### config.mk
export PLATFORM = sky130hd
export DESIGN_NAME = l2_cache_control
export DESIGN_NICKNAME = d
export VERILOG_FILES = /design/src/rtl/l2_cache_pkg.sv /design/src/rtl/l2_tag_array.sv /design/src/rtl/l2_cache_control.sv
export SDC_FILE = /design/constraint.sdc
export NUM_CORES = 1
export LEC_CHECK = 0
export CAP_MARGIN = 40
export CORE_AREA = 2 2 661 663
export CTS_BUF_LIST = sky130_fd_sc_hd__clkbuf_8
export DETAILED_ROUTE_END_ITERATION = 16
export DIE_AREA = 0 0 663 665
export MAX_ROUTING_LAYER = met4
export SLEW_MARGIN = 15
export SYNTH_ARGS = -nofsm -noshare
export SYNTH_HDL_FRONTEND = slang
export SYNTH_SLANG_ARGS = --single-unit
### constraint.sdc
create_clock -name clk -period 60.3 [get_ports clk]
set_input_delay 15.075 -clock clk [delete_from_list [all_inputs] [get_ports clk]]
set_output_delay 15.075 -clock clk [all_outputs]
set_load 0.005 [all_outputs]
### src/rtl/l2_cache_pkg.sv
// rtl/l2_cache_pkg.sv - shared state encoding, default geometry and address helpers for the L2 controller
package l2_cache_pkg;

  localparam int S_OFFSET = 5;
  localparam int S_INDEX  = 3;
  localparam int S_TAG    = 32 - S_OFFSET - S_INDEX;
  localparam int S_MASK   = 2 ** S_OFFSET;
  localparam int S_LINE   = 8 * S_MASK;

  typedef enum logic [2:0] {
    IDLE,
    TAG,
    WB,
    FILL,
    REREAD
  } state_t;

  // Both helpers return a right-justified field; callers slice to their own width.
  function automatic logic [31:0] addr_index(input logic [31:0] addr, input int off, input int idx);
    return (addr >> off) & ((32'd1 << idx) - 32'd1);
  endfunction

  function automatic logic [31:0] addr_tag(input logic [31:0] addr, input int off, input int idx);
    return addr >> (off + idx);
  endfunction

endpackage

### src/rtl/l2_tag_array.sv
// rtl/l2_tag_array.sv - per-set tag/valid/dirty storage with combinational lookup
module l2_tag_array #(
  parameter int s_index = 3,
  parameter int s_tag   = 24
) (
  input  logic               clk,
  input  logic               rst,
  input  logic [s_index-1:0] index,
  output logic [s_tag-1:0]   rd_tag,
  output logic               rd_valid,
  output logic               rd_dirty,
  input  logic               fill,
  input  logic [s_tag-1:0]   fill_tag,
  input  logic               set_dirty
);

  localparam int sets = 2 ** s_index;

  logic [s_tag-1:0] tags [sets];
  logic [sets-1:0]  valid;
  logic [sets-1:0]  dirty;

  assign rd_tag   = tags[index];
  assign rd_valid = valid[index];
  assign rd_dirty = dirty[index];

  // Tags need no reset: they are only trusted when the valid bit is set.
  always_ff @(posedge clk) begin
    if (fill) tags[index] <= fill_tag;
  end

  always_ff @(posedge clk) begin
    if (rst) begin
      valid <= '0;
      dirty <= '0;
    end else if (fill) begin
      valid[index] <= 1'b1;
      dirty[index] <= 1'b0;
    end else if (set_dirty) begin
      dirty[index] <= 1'b1;
    end
  end

endmodule

### src/rtl/l2_cache_control.sv
// rtl/l2_cache_control.sv - direct-mapped write-back L2 controller: lookup, victim writeback, line fill
module l2_cache_control
  import l2_cache_pkg::*;
#(
  parameter int s_offset = S_OFFSET,
  parameter int s_index  = S_INDEX,
  parameter int s_tag    = 32 - s_offset - s_index,
  parameter int s_mask   = 2 ** s_offset,
  parameter int s_line   = 8 * s_mask
) (
  input  logic               clk,
  input  logic               rst,
  input  logic [31:0]        up_address,
  input  logic               up_read,
  input  logic               up_write,
  input  logic [s_mask-1:0]  up_byte_enable,
  input  logic [s_line-1:0]  up_wdata,
  output logic [s_line-1:0]  up_rdata,
  output logic               up_resp,
  output logic [31:0]        mem_address,
  output logic               mem_read,
  output logic               mem_write,
  output logic [s_line-1:0]  mem_wdata,
  input  logic [s_line-1:0]  mem_rdata,
  input  logic               mem_resp,
  output logic               arr_read,
  output logic [s_mask-1:0]  arr_write_en,
  output logic [s_index-1:0] arr_index,
  output logic [s_line-1:0]  arr_datain,
  input  logic [s_line-1:0]  arr_dataout
);

  state_t              state;
  logic [s_line-1:0]   victim;
  logic [31:0]         index_full;
  logic [31:0]         tag_full;
  logic [s_index-1:0]  index;
  logic [s_tag-1:0]    tag;
  logic [s_tag-1:0]    rd_tag;
  logic                rd_valid;
  logic                rd_dirty;
  logic                hit;
  logic                fill;
  logic                set_dirty;
  logic                unused_bits;

  assign index_full  = addr_index(up_address, s_offset, s_index);
  assign tag_full    = addr_tag(up_address, s_offset, s_index);
  assign index       = index_full[s_index-1:0];
  assign tag         = tag_full[s_tag-1:0];
  assign unused_bits = ^{index_full[31:s_index], up_address[s_offset-1:0]};
  assign hit         = rd_valid && (rd_tag == tag);

  l2_tag_array #(
    .s_index(s_index),
    .s_tag  (s_tag)
  ) u_tags (
    .clk      (clk),
    .rst      (rst),
    .index    (index),
    .rd_tag   (rd_tag),
    .rd_valid (rd_valid),
    .rd_dirty (rd_dirty),
    .fill     (fill),
    .fill_tag (tag),
    .set_dirty(set_dirty)
  );

  always_ff @(posedge clk) begin
    if (rst) begin
      state <= IDLE;
    end else begin
      case (state)
        IDLE:   if (up_read || up_write) state <= TAG;
        TAG: begin
          if (hit) begin
            state <= IDLE;
          end else if (rd_valid && rd_dirty) begin
            victim <= arr_dataout;
            state  <= WB;
          end else begin
            state <= FILL;
          end
        end
        WB:     if (mem_resp) state <= FILL;
        FILL:   if (mem_resp) state <= REREAD;
        REREAD: state <= TAG;
        default: state <= IDLE;
      endcase
    end
  end

  // Strobes are forced low while rst is high so nothing leaks out during reset.
  always_comb begin
    up_resp      = 1'b0;
    up_rdata     = arr_dataout;
    mem_read     = 1'b0;
    mem_write    = 1'b0;
    mem_address  = {tag, index, {s_offset{1'b0}}};
    mem_wdata    = victim;
    arr_read     = 1'b0;
    arr_write_en = '0;
    arr_index    = index;
    arr_datain   = up_wdata;
    fill         = 1'b0;
    set_dirty    = 1'b0;
    if (!rst) begin
      case (state)
        IDLE:   arr_read = up_read || up_write;
        TAG: begin
          if (hit) begin
            up_resp = 1'b1;
            if (up_write) begin
              arr_write_en = up_byte_enable;
              set_dirty    = 1'b1;
            end
          end
        end
        WB: begin
          mem_write   = 1'b1;
          mem_address = {rd_tag, index, {s_offset{1'b0}}};
        end
        FILL: begin
          mem_read = 1'b1;
          if (mem_resp) begin
            arr_write_en = '1;
            arr_datain   = mem_rdata;
            fill         = 1'b1;
          end
        end
        REREAD: arr_read = 1'b1;
        default: ;
      endcase
    end
  end

endmodule

==> flow_summary.yaml <==
logic_synthesis:
  synth_cell_types: 50
  synth_edf_count: 448
  synth_area_um2: 22000
  ys_async_sr_fraction_pct: 0
  synth_area_leaders: "edfxtp_1 61%, nand2_1 14%, buf_4 9.3%"
  seq_area_frac_synth_pct: 62.8
  synth_seq_cells: 467
  netlist_instances: 2005
  synthFlopType: "edfxtp_1"
  synth_top_area_share_pct: 61.0
  yosys.area.top_type: "edfxtp_1"
  ys_warn_count: 0
  avgSynthCellArea_um2: 11.0
routing:
  vias: 23700
  vias_per_cell: 2.49
  drc: 0
  dr.pass1.iters: 5
  post_drt_wl_per_cell_um: 41.6
  antenna_left: 0
  routed_wl_um: 396000
  drt_iter0_markers: 2076
hold_path:
  hold_end: "u_tags.valid[4]"
  hp-class: "flip-flop to flip-flop"
  min_from: "u_tags.valid[4]"
  hold_path_depth: 2
sta:
  skew_ps: 126
  finalSetupTns_ps: 0
  max_slew_margin_pct: 31.6
  final-setup-viol-count: 0
  fin_crit_sh_pct: 58.7
  report.final.slew_viol_count: 0
  finalWorstPathRequiredPeriod_ps: 35410
  worst_slew_pin_slew_ps: 1030
  hold_violations: 0
  fmax_ghz: 0.0282
  fin_hold_ws_ps: 465
  rsz0062_at_grt: "false"
clocking:
  clk_path_buf_depth: 4
  postCtsHoldBufs: 0
  cts_buffers: 103
  cts_post_setup_buffers_inserted: 0
  cts-root-buf: "clkbuf_8"
  clkTransAtPathRegs_ps: 50
  clk_latency_ps: 1010
  htreeDepth: 3
  cts_resized: 0
  cts_tree: "built"
  clock-sinks: 467
floorplanning:
  die-area_um2: 441000
  die_h_um: 665
  io_pins: 1676
  fp.dieW_um: 663
  initial_core_util_pct: 5.09
  rows: 242
  core_um2: 433000
worst_setup_path:
  worstReg2RegStart: "u_tags.tags[5][6]"
  critical_path_arrival_ps: 20340
  reg2reg_to: "mem_wdata[17]"
  cpPeakStageDelay_ps: 770
  reg2reg_depth: 10
  crit_path_max_fanout: 51
  cp-start-kind: "input pin"
  r2r_slack_ps: 55850
  cp_cell_sequence: "buf_2 > buf_4 > mux4_2 > mux2i_1 > xor2_1 > nand3_1 > nor4_1 > nand4_1 > buf_4 > o21ai_1 > clkdlybuf4s50_1"
  worstPathRequired_ps: 45220
  cpMostUsedCell: "buf_4"
  crit_type: "input pin to output port"
  end_kind: "output port"
  slowest_stage: "o21ai_1"
finish:
  areaGrowthSynthToFinish_pct: 113
  fin_util_pct: 10.9
  drive_gt1_share_pct: 6.65
  fillers: 49700
  final_nets: 4310
status:
  status: "finished clean"
job:
  maxCapViolCount: 0
global_routing:
  grt_usage_pct: 17.8
  grt_overflow_total: 0
  first_global_vias: 22500
  grt_start_max_net_pins: 130
  grt_pass1_wl_um: 446000
  antenna_found_initial: 422
pwr:
  power_density_nw_per_um2: 21.0
  finalPower_mw: 0.986
  ir_drop_mv: 0.0144
  cellLeakagePower_nw: 15.7
placed_design:
  hpwl_um: 365000
  io_buffer_count: 1665
  globalplace.congestion: 1.01
-- cells in the final DEF (no fill, tap or decap), types with 4 or more instances in the layout --
cell type	synthesis	final
a21bo_2	4	4
a221oi_1	4	4
a22o_1	11	11
a22oi_1	11	11
a31oi_1	4	4
buf_16	0	25
buf_2	14	4
buf_4	273	22
bufinv_16	0	6
clkbuf_8	0	103
clkdlybuf4s50_1	0	1661
clkinv_1	0	30
clkinv_2	0	10
conb_1	1	5
dfxtp_1	19	19
diode_2	0	230
edfxtp_1	448	448
inv_1	35	62
mux2_2	17	17
mux2i_1	55	55
mux4_2	16	16
nand2_1	801	800
nand2b_1	11	11
nand3_1	17	17
nand3b_1	7	7
nand4_1	8	8
nor2_1	28	24
nor2_4	0	4
nor2b_1	5	5
nor3_1	12	8
nor3_2	0	4
nor4_1	7	7
o21ai_0	22	22
o21ai_1	32	32
o22ai_1	15	15
o31ai_1	6	6
or3_1	11	11
xnor2_1	4	4
xor2_1	7	7
-- cell usage after synthesis (2+ instances only) --
cell type    n
a221oi_1     4
buf_1        2
buf_4      273
xnor2_1      4
nor3_1      12
nor4_1       7
o32ai_1      2
nor2b_1      5
buf_2       14
buf_6        2
o31ai_1      6
mux2_2      17
or2_2        3
a22o_1      11
o22ai_1     15
nand2_1    801
and4_1       2
and2_1       3
inv_1       35
a21o_1       3
nand2b_1    11
a31oi_1      4
mux4_2      16
nand3b_1     7
o21ai_0     22
nor2_1      28
nand3_1     17
or3_1       11
o21ai_1     32
nand4_1      8
a22oi_1     11
clkbuf_1    70
dfxtp_1     19
xor2_1       7
nand4b_1     2
a21bo_2      4
mux2i_1     55
edfxtp_1   448
-- through the flow --
stage / instance area [um^2] / setup slack (ps) / instances
6_report: 47000 / 24890 / 9513
3_3_place_gp: 43800 / 25030 / 9070
4_1_cts: 46400 / 25030 / 9283
5_1_grt: 47000 / 24850 / 9490
3_5_place_dp: 44500 / 25050 / 9102
2_1_floorplan: 22100 / 23990 / 2009
-- kinds of logic after synthesis --
logic type / after synthesis / share of synthesized area (%)
XOR/XNOR: 11 / 0.437
AO/OA/AOI/OAI: 120 / 3.56
multiplexers: 88 / 5.00
AND/OR/NAND/NOR: 921 / 16.7
flip-flops: 467 / 62.8
buffers and inverters: 397 / 11.6
other: 1 / 0.0170
-- worst max-delay path by stage --
| stage | startpoint | end | depth (start not counted) | slack [ps] |
|---|---|---|---|---|
| floorplan | up_address[6] | mem_wdata[0] | 10 | 23990 |
| global placement | up_address[5] | arr_write_en[14] | 11 | 25030 |
| detailed placement | up_address[5] | arr_write_en[14] | 11 | 25050 |
| CTS | up_address[5] | arr_write_en[14] | 11 | 25030 |
| global route | up_address[5] | arr_write_en[14] | 11 | 24850 |
| finish | up_address[5] | arr_write_en[14] | 11 | 24890 |
-- routing by layer --
metal / global-route usage [%] / part of all wire (%) / vias up
met4: 4.20 / 3.0 / 0
li1: - / - / 9832
met1: 16.6 / 32 / 11400
met5: - / 0 / -
met2: 33.8 / 54 / 1824
met3: 7.30 / 10 / 591
-- registers in the layout (all words and copies together), names as in the netlist, named ones only --
name and flops:
state 3, u_tags.valid 8, u_tags.tags 192, mem_wdata 256
-- worst max-delay path: cells and delay by family --
| family | cells | cell delay (ps) |
|---|---|---|
| mux | 2 | 820 |
| compound gates | 1 | 770 |
| buf+inv | 4 | 2300 |
| xor+xnor | 1 | 420 |
| simple gates | 3 | 780 |
-- power by group --
part | leakage, nW | switching [mW] | total, mW | internal [mW]
registers | 4.18 | 0.00138 | 0.358 | 0.357
clock network | 1.08 | 0.179 | 0.363 | 0.184
logic | 10.4 | 0.143 | 0.265 | 0.121
total | 15.7 | 0.324 | 0.986 | 0.662
-- final cells by class --
cell class                      count  area, um^2  area share [%]
Tap cell                         5734        7170            15.3
Timing Repair Buffer             1720       17600            37.5
Clock buffer                      103        1420            3.02
Sequential cell                   467       13800            29.4
Inverter                           36         143           0.303
Clock inverter                     78         497            1.06
Multi-Input combinational cell   1145        5750            12.2
Antenna cell                      230         576            1.22
No activity file was read; power rests on OpenSTA's default activity.
